## config.mk

```make
export PLATFORM = sky130hd
export DESIGN_NAME = uart_rx
export DESIGN_NICKNAME = d
export VERILOG_FILES = /design/src/rtl/uart_pkg.sv /design/src/rtl/sync_2ff.sv /design/src/rtl/uart_rx.sv
export SDC_FILE = /design/constraint.sdc
export NUM_CORES = 1
export LEC_CHECK = 0
export CAP_MARGIN = 20
export CORE_UTILIZATION = 45
export CTS_BUF_LIST = sky130_fd_sc_hd__clkbuf_2
export DETAILED_ROUTE_END_ITERATION = 16
export PLACE_DENSITY = 0.75
export SLEW_MARGIN = 10
export SYNTH_ARGS = -nofsm -noshare
export SYNTH_HDL_FRONTEND = slang
export SYNTH_SLANG_ARGS = --single-unit
```

## constraint.sdc

```tcl
create_clock -name clk -period 4 [get_ports clk]
set_clock_uncertainty 0.15 [all_clocks]
set_input_delay 1 -clock clk [delete_from_list [all_inputs] [get_ports clk]]
set_output_delay 1 -clock clk [all_outputs]
set_load 0.03 [all_outputs]
```

## src/rtl/uart_pkg.sv

```systemverilog
// rtl/uart_pkg.sv - shared UART definitions: state encoding, default bit timing, frame width
package uart_pkg;

   typedef enum logic [2:0] {
      ST_IDLE   = 3'd0,
      ST_START  = 3'd1,
      ST_DATA   = 3'd2,
      ST_STOP   = 3'd3,
      ST_WAITHI = 3'd4
   } uart_state_e;

   localparam int DEFAULT_CLKS_PER_BIT = 87;
   localparam int DATA_BITS            = 8;

endpackage

```

## src/rtl/sync_2ff.sv

```systemverilog
// rtl/sync_2ff.sv - two-flop synchronizer, resets to 1 so an idle serial line reads idle
module sync_2ff (
   input  logic clk,
   input  logic rst_n,
   input  logic d_i,
   output logic q_o
);

   logic meta_q;
   logic sync_q;

   always_ff @(posedge clk or negedge rst_n) begin
      if (!rst_n) begin
         meta_q <= 1'b1;
         sync_q <= 1'b1;
      end else begin
         meta_q <= d_i;
         sync_q <= meta_q;
      end
   end

   assign q_o = sync_q;

endmodule

```

## src/rtl/uart_rx.sv

```systemverilog
// rtl/uart_rx.sv - 8N1 UART receiver with one-byte holding register, framing-error and overrun flags
module uart_rx
   import uart_pkg::*;
#(
   parameter int CLKS_PER_BIT = DEFAULT_CLKS_PER_BIT
) (
   input  logic       clk,
   input  logic       rst_n,
   input  logic       rx_pin,
   output logic [7:0] rx_data,
   output logic       rx_valid,
   input  logic       rx_ready,
   output logic       frame_err,
   output logic       overrun,
   output logic       busy
);

   localparam int TW    = $clog2(CLKS_PER_BIT);
   localparam int IDX_W = $clog2(DATA_BITS);
   localparam logic [TW-1:0]    HALF_LOAD = TW'(CLKS_PER_BIT / 2 - 1);
   localparam logic [TW-1:0]    FULL_LOAD = TW'(CLKS_PER_BIT - 1);
   localparam logic [IDX_W-1:0] LAST_IDX  = IDX_W'(DATA_BITS - 1);

   logic                 rx_s;
   uart_state_e          state_q, state_d;
   logic [TW-1:0]        timer_q, timer_d;
   logic [IDX_W-1:0]     bit_idx_q, bit_idx_d;
   logic [DATA_BITS-1:0] shift_q, shift_d;
   logic [DATA_BITS-1:0] data_q, data_d;
   logic                 valid_q, valid_d;
   logic                 ferr_q, ferr_d;
   logic                 ovr_q, ovr_d;
   logic                 sample;
   logic                 deliver;
   logic                 handshake;

   sync_2ff u_sync (
      .clk   (clk),
      .rst_n (rst_n),
      .d_i   (rx_pin),
      .q_o   (rx_s)
   );

   assign sample    = (timer_q == '0);
   assign handshake = valid_q & rx_ready;

   always_comb begin
      state_d   = state_q;
      timer_d   = timer_q;
      bit_idx_d = bit_idx_q;
      shift_d   = shift_q;
      deliver   = 1'b0;
      ferr_d    = 1'b0;
      case (state_q)
         ST_IDLE: begin
            if (!rx_s) begin
               state_d = ST_START;
               timer_d = HALF_LOAD;
            end
         end
         ST_START: begin
            if (!sample) begin
               timer_d = timer_q - TW'(1);
            end else if (rx_s) begin
               state_d = ST_IDLE;
            end else begin
               state_d   = ST_DATA;
               bit_idx_d = '0;
               timer_d   = FULL_LOAD;
            end
         end
         ST_DATA: begin
            if (!sample) begin
               timer_d = timer_q - TW'(1);
            end else begin
               shift_d[bit_idx_q] = rx_s;
               bit_idx_d          = bit_idx_q + IDX_W'(1);
               timer_d            = FULL_LOAD;
               if (bit_idx_q == LAST_IDX) state_d = ST_STOP;
            end
         end
         ST_STOP: begin
            // Returning to IDLE at mid-stop leaves half a bit to catch a back-to-back start edge.
            if (!sample) begin
               timer_d = timer_q - TW'(1);
            end else if (rx_s) begin
               deliver = 1'b1;
               state_d = ST_IDLE;
            end else begin
               ferr_d  = 1'b1;
               state_d = ST_WAITHI;
            end
         end
         ST_WAITHI: begin
            if (rx_s) state_d = ST_IDLE;
         end
         default: state_d = ST_IDLE;
      endcase
   end

   always_comb begin
      data_d  = data_q;
      valid_d = valid_q;
      ovr_d   = ovr_q;
      if (deliver && (!valid_q || handshake)) begin
         data_d  = shift_q;
         valid_d = 1'b1;
         ovr_d   = 1'b0;
      end else if (deliver) begin
         ovr_d = 1'b1;
      end else if (handshake) begin
         valid_d = 1'b0;
         ovr_d   = 1'b0;
      end
   end

   always_ff @(posedge clk or negedge rst_n) begin
      if (!rst_n) begin
         state_q   <= ST_IDLE;
         timer_q   <= '0;
         bit_idx_q <= '0;
         shift_q   <= '0;
         data_q    <= '0;
         valid_q   <= 1'b0;
         ferr_q    <= 1'b0;
         ovr_q     <= 1'b0;
      end else begin
         state_q   <= state_d;
         timer_q   <= timer_d;
         bit_idx_q <= bit_idx_d;
         shift_q   <= shift_d;
         data_q    <= data_d;
         valid_q   <= valid_d;
         ferr_q    <= ferr_d;
         ovr_q     <= ovr_d;
      end
   end

   assign rx_data   = data_q;
   assign rx_valid  = valid_q;
   assign frame_err = ferr_q;
   assign overrun   = ovr_q;
   assign busy      = (state_q != ST_IDLE);

endmodule
```

==> results.cfg, run 1 <==
[sta]
relSlewSlack_pct = 55.9
hold_slack_ps = 220
final-setup-viol-count = 0
hold_viol_final = 0
maxSlewViolCount = 0
post-route-min-period_ps = 3130
setup_tns_ps = 0
post-route-period-util_pct = 78.3
rsz0062_at_grt = no
fmax_mhz = 319
worst_pin_slew_ps = 655

[clocking]
cts_resized = 0
clk_pin_slew_worst_paths_ps = 170
cts_tree = yes
cts-root-buf = clkbuf_2
clock_latency_ps = 370
clk_path_buf_depth = 2
cts_setup_buffers = 0
cts.htree.levels = 2
numCtsBuffers = 5
cts_hold_buffers = 0
cts.sinks = 34

[yosys]
post-synth-top-count-cell = dfrtp_1
synth_ff_type = dfrtp_1
synth-adder-area-share_pct = 2.85
synth_xor_area_share_pct = 0.499
synthArstFlopShare_pct = 100
syn_area_sq_um = 1750
synthSimpleGateAreaFrac_pct = 17.5
synth_commonest_cells = dfrtp_1 (32), mux2_2 (15), nand2_1 (11)
synth_warnings = 0
synth_compound_area_share_pct = 14.9
synth_area_leaders = dfrtp_1 (46%), mux2_2 (9.6%), dfstp_2 (3.0%)
seq_area_frac_synth_pct = 48.6
yosys.area.top_type_share_pct = 45.6
avgSynthCellArea_sq_um = 10.9
synth_edf_count = 0
ys_types = 48
ys_seq_elements = 34
synth.largest_area_cell = dfrtp_1
synth_nets = 169
synthMuxAreaShare_pct = 11.1
synth_top_family_by_area = simple AND/OR/NAND/NOR gates
synthCells = 161

[die]
start_util_pct = 47.6
rows = 22
die_area_sq_um = 4150
die_x_microns = 64.4
dieHeight_microns = 64.4
ios = 16
core_area_sq_um = 3690

[global_route]
grt_pass1_vias = 1232
grt_first_pass_wirelength_mm = 5.78
antenna_found_initial = 0
grt_max_degree = 35
grt_overflow = 0
grtUsageTotal_pct = 18.5

[drt]
finalWirelength_mm = 3.48
ant_nets = 0
dr_total_vias = 1278
drtIter0Drc = 118
via_per_inst = 5.68
wl_per_cell_microns = 15.5
drt_first_pass_iters = 4
drc_errors = 0

[finish]
area_growth_pct = 12.1
num-nets-final = 184
drive_gt1_share_pct = 23.7
layout.cells.non_filler = 225
final_area_sq_um = 1970
fillers = 347
antenna_cells = 0

[power]
p_leak_nw = 0.854
p_per_area_nw_per_um2 = 419
irDropWorstVdd_uv = 218
power.total_uw = 823

[setup_path]
reg2regPathDepth = 6
crit_arrival_ps = 1980
crit_fanout = 19
required_ps = 2850
worstSetupPathType = flop to primary output
cp-start-kind = flop
crit_path_end_kind = primary output

[place]
dp_cells = 217
port_buffers = 15
dpl-instance-area_sq_um = 1930
dp_hpwl_mm = 2.43
place_congestion = 0.887

[min_path]
min_path_type = flop to flop
hold_depth = 0

[status]
outcome = finished clean

[job]
maxCapViolations = 0
stage by stage:
stage	setup slack (ps)	util, %
finish	870	53.3
global route	754	53.3
CTS	855	53.3
detailed placement	1280	52.2
global placement	1320	52.2
floorplan	1620	-
worst max-delay path, cell delays in order (launching register included):
cell and delay [ps]:
dfrtp_1 600, or3_1 430, clkdlybuf4s50_1 590
cells in the final DEF (no fill, tap or decap), types with 2 or more instances in the layout:
cell type and count:
dfrtp_1 32, mux2_2 15, clkdlybuf4s50_1 15, nand2_1 11
inv_1 9, nor2_1 8, a21oi_1 7, o21ai_0 7
clkbuf_2 5, o221a_2 4, nand3_1 4, ha_1 4
or2_2 3, nor3_1 3, nor4_1 3, nor2b_1 3
a21boi_0 3, nand3b_1 3, or3_1 2, nor3b_1 2
nand4_1 2, o31ai_1 2, o31a_2 2, dfstp_2 2
area by class of cell:
| type | instances | area (sq um) | share of cell area, % |
|---|---|---|---|
| well taps | 48 | 60.1 | 3.05 |
| repair buffers | 16 | 158 | 8.02 |
| flip-flops and latches | 34 | 853 | 43.4 |
| multi-input cells | 110 | 821 | 41.7 |
| clock inverters | 3 | 16.3 | 0.827 |
| inverters | 9 | 33.8 | 1.72 |
| clock buffers | 5 | 25.0 | 1.27 |
power breakdown:
| group | internal [mW] | total, mW | switching [mW] |
|---|---|---|---|
| logic | 0.103 | 0.223 | 0.120 |
| registers | 0.381 | 0.446 | 0.0642 |
| clock network | 0.0399 | 0.155 | 0.115 |
routing by layer:
metal | wire (microns) | GRT usage (%) | vias up
met4 | 35 | 8.33 | 0
li1 | - | - | 611
met2 | 1640 | 27.8 | 32
met1 | 1680 | 25.6 | 631
met5 | 0 | 0 | -
met3 | 133 | 4.23 | 4
sequential cells by signal, summed over array words and instances (netlist names):
signal,count
u_sync.meta_q,1
rx_data,8
state_q,3
frame_err,1
rx_valid,1
timer_q,7
bit_idx_q,3
u_sync.q_o,1
overrun,1
shift_q,8
logic make-up after synthesis:
logic type,after synthesis
compound gates,36
simple gates,52
mux,17
flops,34
xor+xnor,1
buf+inv,17
fa+ha+maj,4
final timing paths:
path,startpoint,endpoint,slack [ps]
setup / recovery,state_q[1],busy,870
hold / removal,u_sync.meta_q,u_sync.q_o,220
setup reg to reg,timer_q[0],timer_q[4],1630
hold reg to reg,u_sync.meta_q,u_sync.q_o,220
max in group asynchronous,rst_n,u_sync.q_o,2480
min in group asynchronous,rst_n,shift_q[0],860
No activity file was read; power rests on OpenSTA's default activity.
==> run 2: changes to the inputs <==
- PLACE_DENSITY: 0.75 -> 0.77
- clock period: 4 -> 2.7 ns (I/O delays scaled with it)
==> run 2 against run 1 <==
Against the previous run:
- flip-flop and latch count did not move
- sequential share of layout area fell by 1.6 points
- wire length decreased by 4.7%
- global-route usage rose by 0.60 points
- critical path depth up 4
- sequential power grew 44%
- power up 72%
==> results.cfg, run 2 (synthesis gave the netlist of run 1 again) <==
[status]
outcome = finished clean

[power]
p_int_uw = 973
clkPwrFrac_pct = 30.3
comb_power_share_pct = 24.1
irDropWorstVdd_uv = 393
seq_power_share_pct = 45.6
power.total_mw = 1.41
power_switching_uw = 440
switching_share_pct = 31.1
p_per_area_nw_per_um2 = 690
p_leak_nw = 0.897

[clocking]
cts_tree = yes
numCtsBuffers = 5
cts_hold_buffers = 0
cts-root-buf = clkbuf_2
clk_path_buf_depth = 2
clock_latency_ps = 380
cts.htree.levels = 2
clk_pin_slew_worst_paths_ps = 180
cts.sinks = 34

[die]
ios = 16
core_area_sq_um = 3690
start_util_pct = 47.6
die_x_microns = 64.4
die_area_sq_um = 4150
rows = 22
dieHeight_microns = 64.4

[setup_path]
crit_fanout = 8
worst-path-buf-inv = 1
crit_path_end_kind = flop
rrSetupSlack_ps = 240
critical_path.top_delay_family = simple AND/OR/NAND/NOR gates
worstSetupPathType = flop to flop
cp-start-kind = flop
path_cells = inv_1, ha_1, or4b_4, nor3_1, a21boi_0, o221a_2
cp_slowest_stage_delay_ps = 540
required_ps = 2830
crit_slowest_cell = or4b_4
crit_arrival_ps = 2590

[finish]
num-nets-final = 187
drive_gt1_share_pct = 26.1
mostFrequentLayoutCells = dfrtp_1 (31), mux2_2 (15), clkdlybuf4s50_1 (14)
final_common_cell = dfrtp_1
antenna_cells = 0
area_growth_pct = 16.6

[drt]
ant_nets = 0
wl_per_cell_microns = 14.5
drtIter0Drc = 74
via_per_inst = 5.61
finalWirelength_mm = 3.32
drc_errors = 0
drt_first_pass_iters = 4
dr_total_vias = 1278

[sta]
fin_ws_ps = 240
setup_tns_ps = 0
fmax_mhz = 407
final-setup-viol-count = 0
relSlewSlack_pct = 57.2
hold_viol_final = 0
maxSlewViolCount = 0
worst_pin_slew_ps = 637
rsz0062_at_grt = no
post-route-period-util_pct = 91.1
post-route-min-period_ps = 2460

[place]
port_buffers = 15
place_congestion = 0.853
dp_slack_ps = 336
dp_hpwl_mm = 2.36

[global_route]
grtUsageTotal_pct = 19.1
gr-usage-met1_pct = 24.4
grt_max_degree = 35
grt_use_met3_pct = 5.99
grt_overflow = 0
grtUsageMet2_pct = 28.8
antenna_found_initial = 0
busiest_layer = met2
grt_first_pass_wirelength_mm = 6.02
grt_pass1_vias = 1261

[job]
maxCapViolations = 0

[min_path]
min_path_type = flop to flop
run 2: changes by cell type in the layout (fill, tap and decap cells not counted):
cell and change:
buf_4 +3, bufinv_16 +2, clkdlybuf4s50_1 -1, clkinv_1 -1, clkinv_2 -1, clkinv_4 +1, clkinvlp_4 -1, dfrtp_1 -1
dfrtp_2 +1, dlymetal6s2s_1 +1
run 2: timing repair:
action,CTS,global route
setup endpoints to repair,1,1
resized for setup,1,1
cloned,0,0
pin swaps,0,0
setup buffers,0,0
run 2: final timing paths:
kind                                from            end  cells past startpoint
setup / recovery              timer_q[0]   bit_idx_q[1]                      6
hold / removal             u_sync.meta_q     u_sync.q_o                      0
setup reg to reg              timer_q[0]   bit_idx_q[1]                      6
hold reg to reg            u_sync.meta_q     u_sync.q_o                      0
max in group asynchronous          rst_n  u_sync.meta_q                      2
min in group asynchronous          rst_n     shift_q[2]                      2
run 2: power groups by stage:
| stage | Clock (mW) | Sequential, mW | Combinational (mW) |
|---|---|---|---|
| after detailed placement | 0 | 0.649 | 0.335 |
| final | 0.427 | 0.644 | 0.341 |
| after floorplan | 0 | 0.625 | 0.293 |
| after CTS | 0.439 | 0.641 | 0.338 |
| after global routing | 0.469 | 0.658 | 0.389 |
| after global placement | 0 | 0.647 | 0.321 |
run 2: routing by layer:
metal / wire length (microns) / vias to the layer above
met2: 1660 / 35
met3: 171 / 11
met5: 0 / -
met1: 1410 / 616
met4: 66 / 0
li1: - / 616
run 2: area by class of cell:
type,count,area (sq um)
clock buffers,5,25.0
clock inverters,3,68.8
fillers,331,1640
inverters,9,33.8
multi-input cells,110,821
flip-flops and latches,34,855
well taps,48,60.1
repair buffers,19,183
run 2: metrics by stage:
step                      hold slack [ps]  utilization (%)  cells  cell area, sq um
after floorplan                       195                -    161              1750
after global placement                197             52.8    220              1950
after detailed placement              199             52.8    220              1950
after CTS                             222             55.4    228              2040
after global routing                  227             55.5    228              2050
final                                 219             55.5    228              2050
